`config.mk`:
```
export PLATFORM = sky130hd
export DESIGN_NAME = chainreset_supervisor
export DESIGN_NICKNAME = d
export VERILOG_FILES = /design/src/rtl/chainreset_supervisor.sv
export SDC_FILE = /design/constraint.sdc
export NUM_CORES = 1
export LEC_CHECK = 0
export CORE_AREA = 2 2 126 128
export CTS_CLUSTER_DIAMETER = 200
export CTS_CLUSTER_SIZE = 28
export DETAILED_ROUTE_END_ITERATION = 7
export DIE_AREA = 0 0 128 130
export GPL_TIMING_DRIVEN = 0
export PLACE_DENSITY = 0.69
export SKIP_LAST_GASP = 1
export SLEW_MARGIN = 30
export SYNTH_ARGS = -nofsm -noshare
export SYNTH_HDL_FRONTEND = slang
export SYNTH_SLANG_ARGS = --single-unit
```
`constraint.sdc`:
```
create_clock -name clk -period 2.9 [get_ports clk]
set_clock_uncertainty 0.1 [all_clocks]
set_input_delay 0.29 -clock clk [delete_from_list [all_inputs] [get_ports clk]]
set_output_delay 0.29 -clock clk [all_outputs]
set_load 0.05 [all_outputs]
```
`src/rtl/chainreset_supervisor.sv`:
```
// Supervises the chain-reset sequencer: kicks the chain, timestamps each step's completion,
// latches sticky error flags and re-kicks after failures up to a bounded retry count.
module chainreset_supervisor #(
  parameter int NSTEP    = 3,
  parameter int TSW      = 32,
  parameter int MAXRETRY = 3,
  parameter int RETRYGAP = 16
) (
  input  logic                 clk,
  input  logic                 reset,
  input  logic                 start,
  input  logic [NSTEP-1:0]     done,
  input  logic [NSTEP-1:0]     donestrobe,
  input  logic [NSTEP-1:0]     error,
  output logic                 kick,
  output logic                 busy,
  output logic                 alldone,
  output logic                 failed,
  output logic [3:0]           retrycnt,
  output logic [NSTEP-1:0]     errmask,
  output logic [NSTEP-1:0]     stepseen,
  output logic [NSTEP*TSW-1:0] stepts
);

  typedef enum logic [2:0] {
    S_IDLE,
    S_KICK,
    S_RUN,
    S_GAP,
    S_DONE,
    S_FAIL
  } state_t;

  localparam logic [3:0]     MAXR     = 4'(MAXRETRY);
  localparam logic [15:0]    GAP_LAST = 16'(RETRYGAP - 1);
  localparam logic [TSW-1:0] TS_ONE   = TSW'(1);

  state_t           state_reg, state_next;
  logic [TSW-1:0]   elapsed_reg, elapsed_next;
  logic [15:0]      gap_reg, gap_next;
  logic [3:0]       retry_reg, retry_next;
  logic [NSTEP-1:0] errmask_reg, errmask_next;
  logic [NSTEP-1:0] seen_reg, seen_next;
  logic [NSTEP-1:0] error_q_reg;
  logic [NSTEP-1:0] erise;
  logic [NSTEP-1:0] cap;
  logic [TSW-1:0]   ts_reg [NSTEP];
  logic [TSW-1:0]   ts_next [NSTEP];
  logic             kick_reg, busy_reg, alldone_reg, failed_reg;

  // done is a status level only; control relies on donestrobe
  logic unused_done;
  assign unused_done = ^done;

  assign erise = error & ~error_q_reg;

  always_comb begin
    state_next   = state_reg;
    elapsed_next = elapsed_reg;
    gap_next     = gap_reg;
    retry_next   = retry_reg;
    errmask_next = errmask_reg;
    seen_next    = seen_reg;
    ts_next      = ts_reg;
    cap          = '0;
    case (state_reg)
      S_IDLE, S_DONE, S_FAIL: begin
        if (start) begin
          errmask_next = '0;
          retry_next   = '0;
          seen_next    = '0;
          ts_next      = '{default: '0};
          state_next   = S_KICK;
        end
      end
      S_KICK: begin
        elapsed_next = TS_ONE;
        seen_next    = '0;
        ts_next      = '{default: '0};
        errmask_next = errmask_reg | erise;
        state_next   = S_RUN;
      end
      S_RUN: begin
        if (elapsed_reg != '1) elapsed_next = elapsed_reg + TS_ONE;
        cap       = donestrobe & ~seen_reg;
        seen_next = seen_reg | cap;
        for (int i = 0; i < NSTEP; i++) begin
          if (cap[i]) ts_next[i] = elapsed_reg;
        end
        // an error edge wins over a coincident final strobe; that strobe is still timestamped
        if (erise != '0) begin
          errmask_next = errmask_reg | erise;
          if (retry_reg < MAXR) begin
            retry_next = retry_reg + 4'd1;
            gap_next   = '0;
            state_next = S_GAP;
          end else begin
            state_next = S_FAIL;
          end
        end else if (&seen_next) begin
          state_next = S_DONE;
        end
      end
      S_GAP: begin
        errmask_next = errmask_reg | erise;
        if (gap_reg == GAP_LAST) state_next = S_KICK;
        else                     gap_next   = gap_reg + 16'd1;
      end
      default: state_next = S_IDLE;
    endcase
  end

  always_ff @(posedge clk) begin
    if (reset) begin
      state_reg   <= S_IDLE;
      elapsed_reg <= '0;
      gap_reg     <= '0;
      retry_reg   <= '0;
      errmask_reg <= '0;
      seen_reg    <= '0;
      error_q_reg <= '0;
      ts_reg      <= '{default: '0};
      kick_reg    <= 1'b0;
      busy_reg    <= 1'b0;
      alldone_reg <= 1'b0;
      failed_reg  <= 1'b0;
    end else begin
      state_reg   <= state_next;
      elapsed_reg <= elapsed_next;
      gap_reg     <= gap_next;
      retry_reg   <= retry_next;
      errmask_reg <= errmask_next;
      seen_reg    <= seen_next;
      error_q_reg <= error;
      ts_reg      <= ts_next;
      kick_reg    <= (state_next == S_KICK);
      busy_reg    <= (state_next == S_KICK) || (state_next == S_RUN) || (state_next == S_GAP);
      alldone_reg <= (state_next == S_DONE);
      failed_reg  <= (state_next == S_FAIL);
    end
  end

  assign kick     = kick_reg;
  assign busy     = busy_reg;
  assign alldone  = alldone_reg;
  assign failed   = failed_reg;
  assign retrycnt = retry_reg;
  assign errmask  = errmask_reg;
  assign stepseen = seen_reg;

  generate
    for (genvar gi = 0; gi < NSTEP; gi++) begin : g_ts
      assign stepts[gi*TSW +: TSW] = ts_reg[gi];
    end
  endgenerate

endmodule

```
==> impl_metrics.csv, run 1 <==
group,metric,value,unit
run_status,status,"completed",
flow_run,maxCapViolations,0,
power,leakage,2.84,nW
clocking,cts-root-buf,"clkbuf_16",
sta,post-route-period-util,93.7,%
synthesis,yosysWarnings,0,
sta,slew_headroom,43.3,%
min_path,min_path_type,"input pin to flip-flop",
route,ant_nets,0,
min_path,min_to,"state_reg[2]$_SDFF_PP0_",
place,pre_cts_ws,0.220,ns
finish,register_area,3280,sq um
route,num_vias,6244,
sta,period_minus_slack,2.72,ns
critical_path,end_kind,"flip-flop",
synthesis,syn_nets,823,
critical_path,worstPathBufferInverterCount,2,
floorplanning,dieHeight,130,um
sta,drv_slew,0,
clocking,clk_pin_slew,0.06,ns
min_path,hold_depth,2,
critical_path,worstSetupStartpoint,"state_reg[0]$_SDFF_PP0_",
route,routed_wl,18700,um
sta,max_freq,368,MHz
place,port-buffer-count,117,
power,power_frac_seq,44.0,%
floorplanning,coreArea,15400,sq um
finish,layout_commonest_cell,"dfxtp_1",
critical_path,rr_endpoint,"stepts[82]$_SDFFE_PP0P_",
finish,multi_input_area,3140,sq um
clocking,post_cts_buffers,0,
place,hpwl,13100,um
global_route,grt_pass1_wl,29500,um
power,power.total,5.21,mW
sta,hold_ws,0.174,ns
clocking,cts_hold_buffers,0,
synthesis,synth_cell_type_count,51,
critical_path,critPathArrivalTime,2.98,ns
global_route,grt_pass1_vias,5701,
critical_path,max_stage_delay,0.62,ns
route,wl_per_cell,16.3,um
critical_path,cp_max_fo,10,
power,switchingPower,1.39,mW
finish,mostFrequentLayoutCells,"dfxtp_1 (164), clkdlybuf4s50_1 (117), nand2_1 (110)",
floorplanning,io_pins,122,
route,detail_route.vias_per_cell,5.43,
global_route,grt_overflow_total,0,
power,intPower,3.82,mW
finish,areaGrowthSynthToFinish,30.3,%
critical_path,path_class,"flip-flop to flip-flop",
clocking,numClockSinks,164,
clocking,cts_resized,0,
critical_path,path_cells,"nand2b_1 > nor2_1 > clkbuf_1 > buf_1 > nand3_1 > a21oi_1",
route,drtIter0Drc,496,
power,p_sw_share,26.6,%
power,clkPwrFrac,45.0,%
critical_path,crit_required,3.16,ns
synthesis,avgSynthCellArea,8.31,sq um
place,routabilityCongestion,0.844,
finish,drive_above_1_share,6.37,%
floorplanning,placementRows,46,
sta,layout_setup_ws,0.183,ns
clocking,htreeDepth,4,
route,dr.pass1.iters,5,
clocking,cts_inserted_buffers,17,
sta,tightest_slew,0.842,ns
sta,rsz0062_at_grt,"false",
sta,tns,0,ns
finish,antennaDiodeCount,0,
synthesis,postSynthCellCount,808,
finish,fillerInstances,1452,
clocking,clock_latency,0.43,ns
clocking,cts_tree,"yes",
sta,finalSetupViolations,0,
route,drcViolationCount,0,
power,combPwrFrac,11.0,%
critical_path,r2r_start,"state_reg[0]$_SDFF_PP0_",
synthesis,synth-seq-cells,164,
floorplanning,dieArea,16600,sq um
power,irDropWorstVdd,468,uV
critical_path,crit_family,"buffers and inverters",
synthesis,ys_seq_area_share,48.9,%
finish,largest_reg_flops,96,
sta,finalHoldViolations,0,
global_route,grt_max_degree,17,
finish,num-nets-final,959,
global_route,antenna_found_initial,0,
clocking,clockBufferDepth,2,
finish,final_core_util,56.7,%
min_path,worstHoldStart,"reset",
global_route,grtUsageTotal,22.7,%
power,p_per_area,596,nW/um^2
critical_path,ff2ff_path_depth,6,
floorplanning,die_w,128,um
critical_path,reg2reg_slack,0.18,ns
critical_path,slowest_stage,"nor2_1",
synthesis,syn-cell-area,6710,sq um
floorplanning,initial_core_util,43.5,%
critical_path,cp-start-kind,"flip-flop",
cell families (layout without fill, tap and decap cells):
kind of cell / count (synthesis) / after routing / share of synthesized area, %
AOI/OAI and AO/OA: 155 / 155 / 13.6
xor gates and xnor gates: 44 / 44 / 5.74
adders and majority gates: 3 / 3 / 0.559
buffers and inverters: 71 / 220 / 4.29
DFF: 164 / 164 / 48.9
muxes: 1 / 1 / 0.149
and+or+nand+nor: 370 / 370 / 26.8
Yosys cell counts, drive strengths merged:
cell / count / area share [%]
inv: 6 / 0.34
and3: 7 / 0.65
nand4: 16 / 1.6
nor3b: 4 / 0.52
nand2: 110 / 6.1
o21a: 8 / 0.89
and4: 1 / 0.13
or2: 1 / 0.093
and4b: 1 / 0.15
a2bb2oi: 1 / 0.13
o2111a: 1 / 0.17
a21o: 1 / 0.11
or3b: 1 / 0.13
nand3: 105 / 7.8
and2: 5 / 0.47
o21ai: 11 / 0.82
o2111ai: 5 / 0.65
a22oi: 3 / 0.34
dfxtp: 164 / 49
buf: 16 / 1.2
nor2: 79 / 4.5
xor2: 25 / 3.3
or3: 3 / 0.28
o22ai: 1 / 0.093
clkbuf: 49 / 2.7
a2111oi: 1 / 0.22
nor4b: 1 / 0.22
mux2i: 1 / 0.15
a211oi: 4 / 0.45
o21bai: 1 / 0.11
a41oi: 2 / 0.26
nor3: 11 / 1.3
xnor2: 19 / 2.5
nand2b: 9 / 0.84
a31oi: 3 / 0.28
nor4: 8 / 1.3
a21oi: 107 / 8.1
ha: 3 / 0.56
a311oi: 1 / 0.39
nor2b: 8 / 0.75
o211ai: 5 / 0.56
power groups by stage:
stage	clock network (mW)	registers [mW]	logic, mW
2_1_floorplan	0	2.38	0.329
3_3_place_gp	0	2.34	0.569
3_5_place_dp	0	2.34	0.568
4_1_cts	2.37	2.29	0.571
5_1_grt	2.47	2.30	0.619
6_report	2.34	2.29	0.572
stage by stage:
step	cell area (sq um)	std cells
2_1_floorplan	6710	808
3_3_place_gp	8130	1117
3_5_place_dp	8130	1117
4_1_cts	8750	1149
5_1_grt	8750	1149
6_report	8750	1149
how the worst max path moves through the flow:
stage,end,slack (ns),cells past startpoint
finish,stepts[82]$_SDFFE_PP0P_,0.18,6
global route,stepts[30]$_SDFFE_PP0P_,0.03,6
CTS,stepts[82]$_SDFFE_PP0P_,0.20,6
detailed placement,stepts[82]$_SDFFE_PP0P_,0.22,6
global placement,stepts[79]$_SDFFE_PP0P_,0.23,6
floorplan,gap_reg[7]$_SDFFE_PP0P_,0.58,8
area by class of cell:
cell class	count	area share [%]
Clock inverter	11	1.73
Sequential cell	164	37.5
Buffer	65	3.03
Clock buffer	21	5.38
Inverter	6	0.257
Timing Repair Buffer	117	13.4
Multi-Input combinational cell	573	35.9
Tap cell	192	2.75
routing by layer:
layer  GRT usage [%]  wire length (um)
met2            36.9              8640
met5               0                 0
met3            4.92              1100
met1            30.5              8680
met4            7.11               286
(Power assumes the default switching activity.)
==> inputs of run 2 (changes only) <==
Settings changed: TNS_END_PERCENT from default to 1.
Clock period 2.9 ns to 2.55 ns, I/O delays scaled along.
==> run 2 against run 1 <==
  * The run now ends with negative setup slack left
  * Critical path depth increased by 2
  * Global-route usage about the same
  * Clock-buffer cell count unchanged
  * Sequential cell count unchanged
  * Via count decreased by 0.48%
  * Core utilization about the same
  * Final cell count unchanged
  * Fmax increased by 4.8%
  * Combinational power increased by 14%
  * Clock power increased by 14%
  * Critical endpoint is now elapsed_reg[12]$_SDFFE_PP0P_
  * Largest cell class unchanged
  * Highest routed layer unchanged
==> impl_metrics.csv, run 2 (same netlist as run 1, synthesis figures left out) <==
group,metric,value,unit
global_route,antenna_found_initial,0,
finish,mostFrequentLayoutCells,"dfxtp_1 (164), clkdlybuf4s50_1 (117), nand2_1 (110)",
floorplanning,io_pins,122,
clocking,numClockSinks,164,
min_path,min_path_type,"input pin to flip-flop",
finish,register_area,3280,sq um
clocking,cts-root-buf,"clkbuf_16",
floorplanning,initial_core_util,43.5,%
sta,finalHoldViolations,0,
place,place_area,8130,sq um
critical_path,cp_max_fo,10,
critical_path,path_class,"flip-flop to flip-flop",
finish,drive_above_1_share,6.58,%
route,drtIter0Drc,475,
finish,antennaDiodeCount,0,
sta,max_freq,386,MHz
critical_path,cp.depth,8,
global_route,grt_pass1_vias,5694,
critical_path,worstSetupEndpoint,"elapsed_reg[12]$_SDFFE_PP0P_",
critical_path,rr_endpoint,"elapsed_reg[12]$_SDFFE_PP0P_",
finish,layout_commonest_cell,"dfxtp_1",
global_route,grt_pass1_wl,29500,um
critical_path,end_kind,"flip-flop",
sta,post-route-period-util,102,%
global_route,grt_max_degree,17,
finish,final_core_util,56.7,%
finish,num-nets-final,959,
global_route,grtUsageTotal,22.8,%
global_route,grt-busiest-layer,"met2",
route,detail_route.vias_per_cell,5.41,
floorplanning,coreArea,15400,sq um
clocking,clock_latency,0.43,ns
critical_path,crit_required,2.76,ns
clocking,cts_hold_buffers,0,
finish,areaGrowthSynthToFinish,30.3,%
power,intPower,4.35,mW
sta,period_minus_slack,2.59,ns
power,power.total,5.92,mW
power,combPwrFrac,11.0,%
critical_path,r2r_start,"elapsed_reg[1]$_SDFFE_PP0P_",
global_route,grtUsageMet2,37.0,%
critical_path,cp-start-kind,"flip-flop",
sta,tightest_slew,0.672,ns
clocking,htreeDepth,4,
sta,slew_headroom,55.2,%
critical_path,path_cells,"ha_1 > nand4_1 > nor4_4 > a21oi_2 > buf_2 > o211ai_1 > xor2_1 > nor2_1",
power,switchingPower,1.57,mW
place,pre_cts_ws,-0.130,ns
global_route,grtUsageMet1,30.4,%
route,ant_nets,0,
route,routed_wl,18700,um
route,drcViolationCount,0,
power,irDropWorstVdd,524,uV
run_status,status,"complete, but fails checks",
floorplanning,die_w,128,um
floorplanning,placementRows,46,
critical_path,worstSetupStartpoint,"elapsed_reg[1]$_SDFFE_PP0P_",
critical_path,crit_family,"simple AND/OR/NAND/NOR gates",
place,hpwl,13100,um
finish,fillerInstances,1452,
finish,multi_input_area,3150,sq um
floorplanning,dieArea,16600,sq um
critical_path,ff2ff_path_depth,8,
route,dr.pass1.iters,6,
power,p_sw_share,26.5,%
global_route,grt_overflow_total,0,
clocking,cts_inserted_buffers,17,
power,p_per_area,677,nW/um^2
floorplanning,dieHeight,130,um
sta,drv_slew,0,
global_route,grtUsageMet3,5.33,%
place,routabilityCongestion,0.844,
clocking,clk_pin_slew,0.07,ns
route,num_vias,6214,
clocking,cts_tree,"yes",
place,port-buffer-count,117,
run_status,violations,"negative setup slack",
finish,fin_area,8750,sq um
sta,layout_setup_ws,-0.0416,ns
critical_path,slowest_stage,"nor4_4",
critical_path,critPathArrivalTime,2.80,ns
power,power_frac_seq,44.1,%
route,wl_per_cell,16.2,um
sta,tns,-0.125,ns
sta,finalSetupViolations,4,
finish,largest_reg_flops,96,
power,clkPwrFrac,44.9,%
power,leakage,2.85,nW
flow_run,maxCapViolations,0,
sta,rsz0062_at_grt,"true",
critical_path,worstPathBufferInverterCount,1,
critical_path,max_stage_delay,0.52,ns
clocking,clockBufferDepth,2,
critical_path,reg2reg_slack,-0.04,ns
-- run 2: final cells by class --
class,count,area share (%)
buffer,65,3.05
inverter,6,0.257
multi-input combinational,573,35.9
sequential,164,37.5
clock buffer,21,5.38
timing repair buffer,117,13.4
clock inverter,11,1.73
tap,192,2.75
-- run 2: stage by stage --
step | hold slack (ns) | instances
detailed placement | 0.343 | 1117
global placement | 0.339 | 1117
finish | 0.152 | 1149
floorplan | 0.283 | 808
CTS | 0.124 | 1149
global route | 0.190 | 1149
-- run 2: repair_timing --
item / CTS / global route
setup buffers: 0 / 0
gates resized for setup: 1 / 4
pin swaps: 0 / 0
endpoints found under the setup margin: 43 / 106
-- run 2: power groups by stage --
stage               clock, mW  combinational (mW)  sequential (mW)
floorplan                   0               0.374             2.71
global route             2.81               0.707             2.61
detailed placement          0               0.647             2.67
finish                   2.66               0.653             2.61
CTS                      2.69               0.649             2.61
global placement            0               0.647             2.67
-- run 2: worst register-to-register path, cell delays in order, from the launching register on --
cell and delay (ns):
dfxtp_1 0.49, ha_1 0.26, nand4_1 0.23, nor4_4 0.52, a21oi_2 0.19, buf_2 0.24, o211ai_1 0.22, xor2_1 0.18
nor2_1 0.05
-- run 2: worst min path at each step --
stage	slack, ns	end	cells after the start	from
final	0.15	state_reg[2]$_SDFF_PP0_	2	reset
after global routing	0.19	state_reg[2]$_SDFF_PP0_	2	reset
after detailed placement	0.34	stepts[15]$_SDFFE_PP0P_	2	stepts[15]$_SDFFE_PP0P_
after floorplan	0.28	error_q_reg[0]$_SDFF_PP0_	1	error[0]
after CTS	0.12	state_reg[2]$_SDFF_PP0_	2	reset
after global placement	0.34	stepts[1]$_SDFFE_PP0P_	2	stepts[1]$_SDFFE_PP0P_
-- run 2: per-layer routing --
| layer | up-vias | part of all wire [%] |
|---|---|---|
| met5 | - | 0 |
| met2 | 190 | 47 |
| met3 | 19 | 5.9 |
| li1 | 3057 | - |
| met1 | 2948 | 46 |
| met4 | 0 | 1.1 |
==> inputs of run 3 (changes only) <==
Settings changed: PLACE_DENSITY 0.69 to default, PLACE_DENSITY_LB_ADDON from default to 0.05.
==> run 3 against run 2 <==
  * The flow still finishes with violations (negative setup slack)
  * Wire length is 2.0% higher
  * Register-to-register slack better by 0.03 ns
  * Fmax is 1.2% higher
  * First-iteration DRC count is 11% lower
  * Die area stayed put
  * Sequential cell count stayed put
  * Total power is 1.1% lower
  * Combinational power is 1% lower
  * Core utilization is 0.11 points lower
  * Sequential power hardly changed
  * Global-route usage is 0.47 points higher
  * Non-clock buffer count stayed put
  * Largest cell class unchanged
==> impl_metrics.csv, run 3 (same netlist as run 1, synthesis figures left out) <==
group,metric,value,unit
clocking,clk_pin_slew,0.06,ns
finish,areaGrowthSynthToFinish,30.1,%
clocking,cts_hold_buffers,0,
critical_path,worstSetupStartpoint,"elapsed_reg[23]$_SDFFE_PP0P_",
run_status,violations,"negative setup slack",
sta,hold_ws,0.183,ns
finish,drive_above_1_share,6.38,%
floorplanning,coreArea,15400,sq um
sta,slew_headroom,50.1,%
finish,mostFrequentLayoutCells,"dfxtp_1 (164), clkdlybuf4s50_1 (117), nand2_1 (110)",
clocking,cts-root-buf,"clkbuf_16",
critical_path,critPathArrivalTime,2.75,ns
finish,register_area,3280,sq um
min_path,min_path_type,"input pin to flip-flop",
critical_path,path_class,"flip-flop to flip-flop",
finish,multi_input_area,3150,sq um
route,num_vias,6180,
power,irDropWorstVdd,475,uV
finish,antennaDiodeCount,0,
sta,rsz0062_at_grt,"true",
place,place_area,8130,sq um
global_route,grt_pass1_vias,5883,
clocking,cts_inserted_buffers,17,
power,p_per_area,671,nW/um^2
clocking,cts_tree,"yes",
floorplanning,dieHeight,130,um
route,ant_nets,0,
critical_path,cp-start-kind,"flip-flop",
place,routabilityCongestion,0.865,
global_route,antenna_found_initial,0,
sta,finalSetupViolations,1,
min_path,worstHoldStart,"reset",
route,drcViolationCount,0,
finish,layout_commonest_cell,"dfxtp_1",
global_route,grtUsageTotal,23.2,%
clocking,numClockSinks,164,
critical_path,crit_required,2.74,ns
route,dr.pass1.iters,5,
finish,num-nets-final,959,
route,detail_route.vias_per_cell,5.38,
global_route,grt_pass1_wl,30200,um
clocking,htreeDepth,4,
floorplanning,die_w,128,um
place,place_inst,1117,
sta,tightest_slew,0.740,ns
place,port-buffer-count,117,
sta,drv_slew,0,
global_route,grt_overflow_total,0,
sta,layout_setup_ws,-0.0109,ns
place,hpwl,13800,um
critical_path,end_kind,"flip-flop",
finish,fin_area,8730,sq um
finish,instances_no_fill,1148,
run_status,status,"complete, but fails checks",
sta,max_freq,390,MHz
clocking,clockBufferDepth,2,
clocking,post_cts_buffers,0,
route,wl_per_cell,16.6,um
floorplanning,io_pins,122,
sta,finalHoldViolations,0,
finish,fillerInstances,1426,
route,routed_wl,19000,um
clocking,clock_latency,0.42,ns
sta,period_minus_slack,2.56,ns
flow_run,maxCapViolations,0,
critical_path,cp_max_fo,10,
floorplanning,dieArea,16600,sq um
floorplanning,placementRows,46,
global_route,grt_max_degree,17,
critical_path,r2r_start,"elapsed_reg[23]$_SDFFE_PP0P_",
sta,post-route-period-util,100,%
finish,largest_reg_flops,96,
power,leakage,2.85,nW
route,drtIter0Drc,424,
floorplanning,initial_core_util,43.5,%
## run 3: changes by cell type in the layout (fill, tap and decap cells not counted), sizes merged
cell,before,now
inv,6,7
clkinvlp,4,2
clkinv,4,2
bufinv,3,2
clkbuf,70,73
## run 3: layout make-up
class                   count  share of cell area [%]
plain buffers              65                    3.04
clock buffers              24                    5.86
clock inverters             7                    1.07
inverters                   6                   0.258
multi-input cells         573                    36.0
flip-flops and latches    164                    37.6
well taps                 192                    2.75
repair buffers            117                    13.4
## run 3: final timing paths
path / to / slack, ns / depth (start not counted)
hold reg to reg: stepts[87]$_SDFFE_PP0P_ / 0.35 / 2
hold / removal: state_reg[2]$_SDFF_PP0_ / 0.18 / 2
setup reg to reg: elapsed_reg[6]$_SDFFE_PP0P_ / -0.01 / 8
setup / recovery: elapsed_reg[6]$_SDFFE_PP0P_ / -0.01 / 8
## run 3: worst max-delay path: stages (launching register included)
cell and delay (ns):
dfxtp_1 0.30, clkbuf_1 0.35, nand4_1 0.34, nor4_2 0.43, a21oi_2 0.20, buf_2 0.23
o211ai_1 0.21, xor2_1 0.20, nor2_1 0.07
## run 3: through the flow
step           power (mW)  utilization (%)  setup TNS [ns]  setup slack [ns]
6_report             5.86             56.6         -0.0109           -0.0109
4_1_cts              5.89             56.6         -0.0620           -0.0295
3_3_place_gp         3.30             52.7          -0.855           -0.0790
2_1_floorplan        3.09                -               0             0.228
5_1_grt              6.07             56.6           -5.31            -0.183
3_5_place_dp         3.31             52.7           -1.67            -0.137
## run 3: what timing repair did
item,in CTS,in global routing
resized for setup,1,1
hold endpoints to repair,0,0
pin swaps,0,1
endpoints found under the setup margin,42,99
## run 3: report_power, final
part | switching [mW] | internal [mW] | leakage [nW]
logic | 0.503 | 0.143 | 1.23
registers | 0.0236 | 2.59 | 1.32
clock network | 1.01 | 1.59 | 0.295
## run 3: layer usage
metal	wire, um	track usage, %	vias up
met4	240	7.24	0
met1	8760	30.3	2925
met2	9190	38.8	179
met5	0	0	-
li1	-	-	3058
met3	836	5.17	18
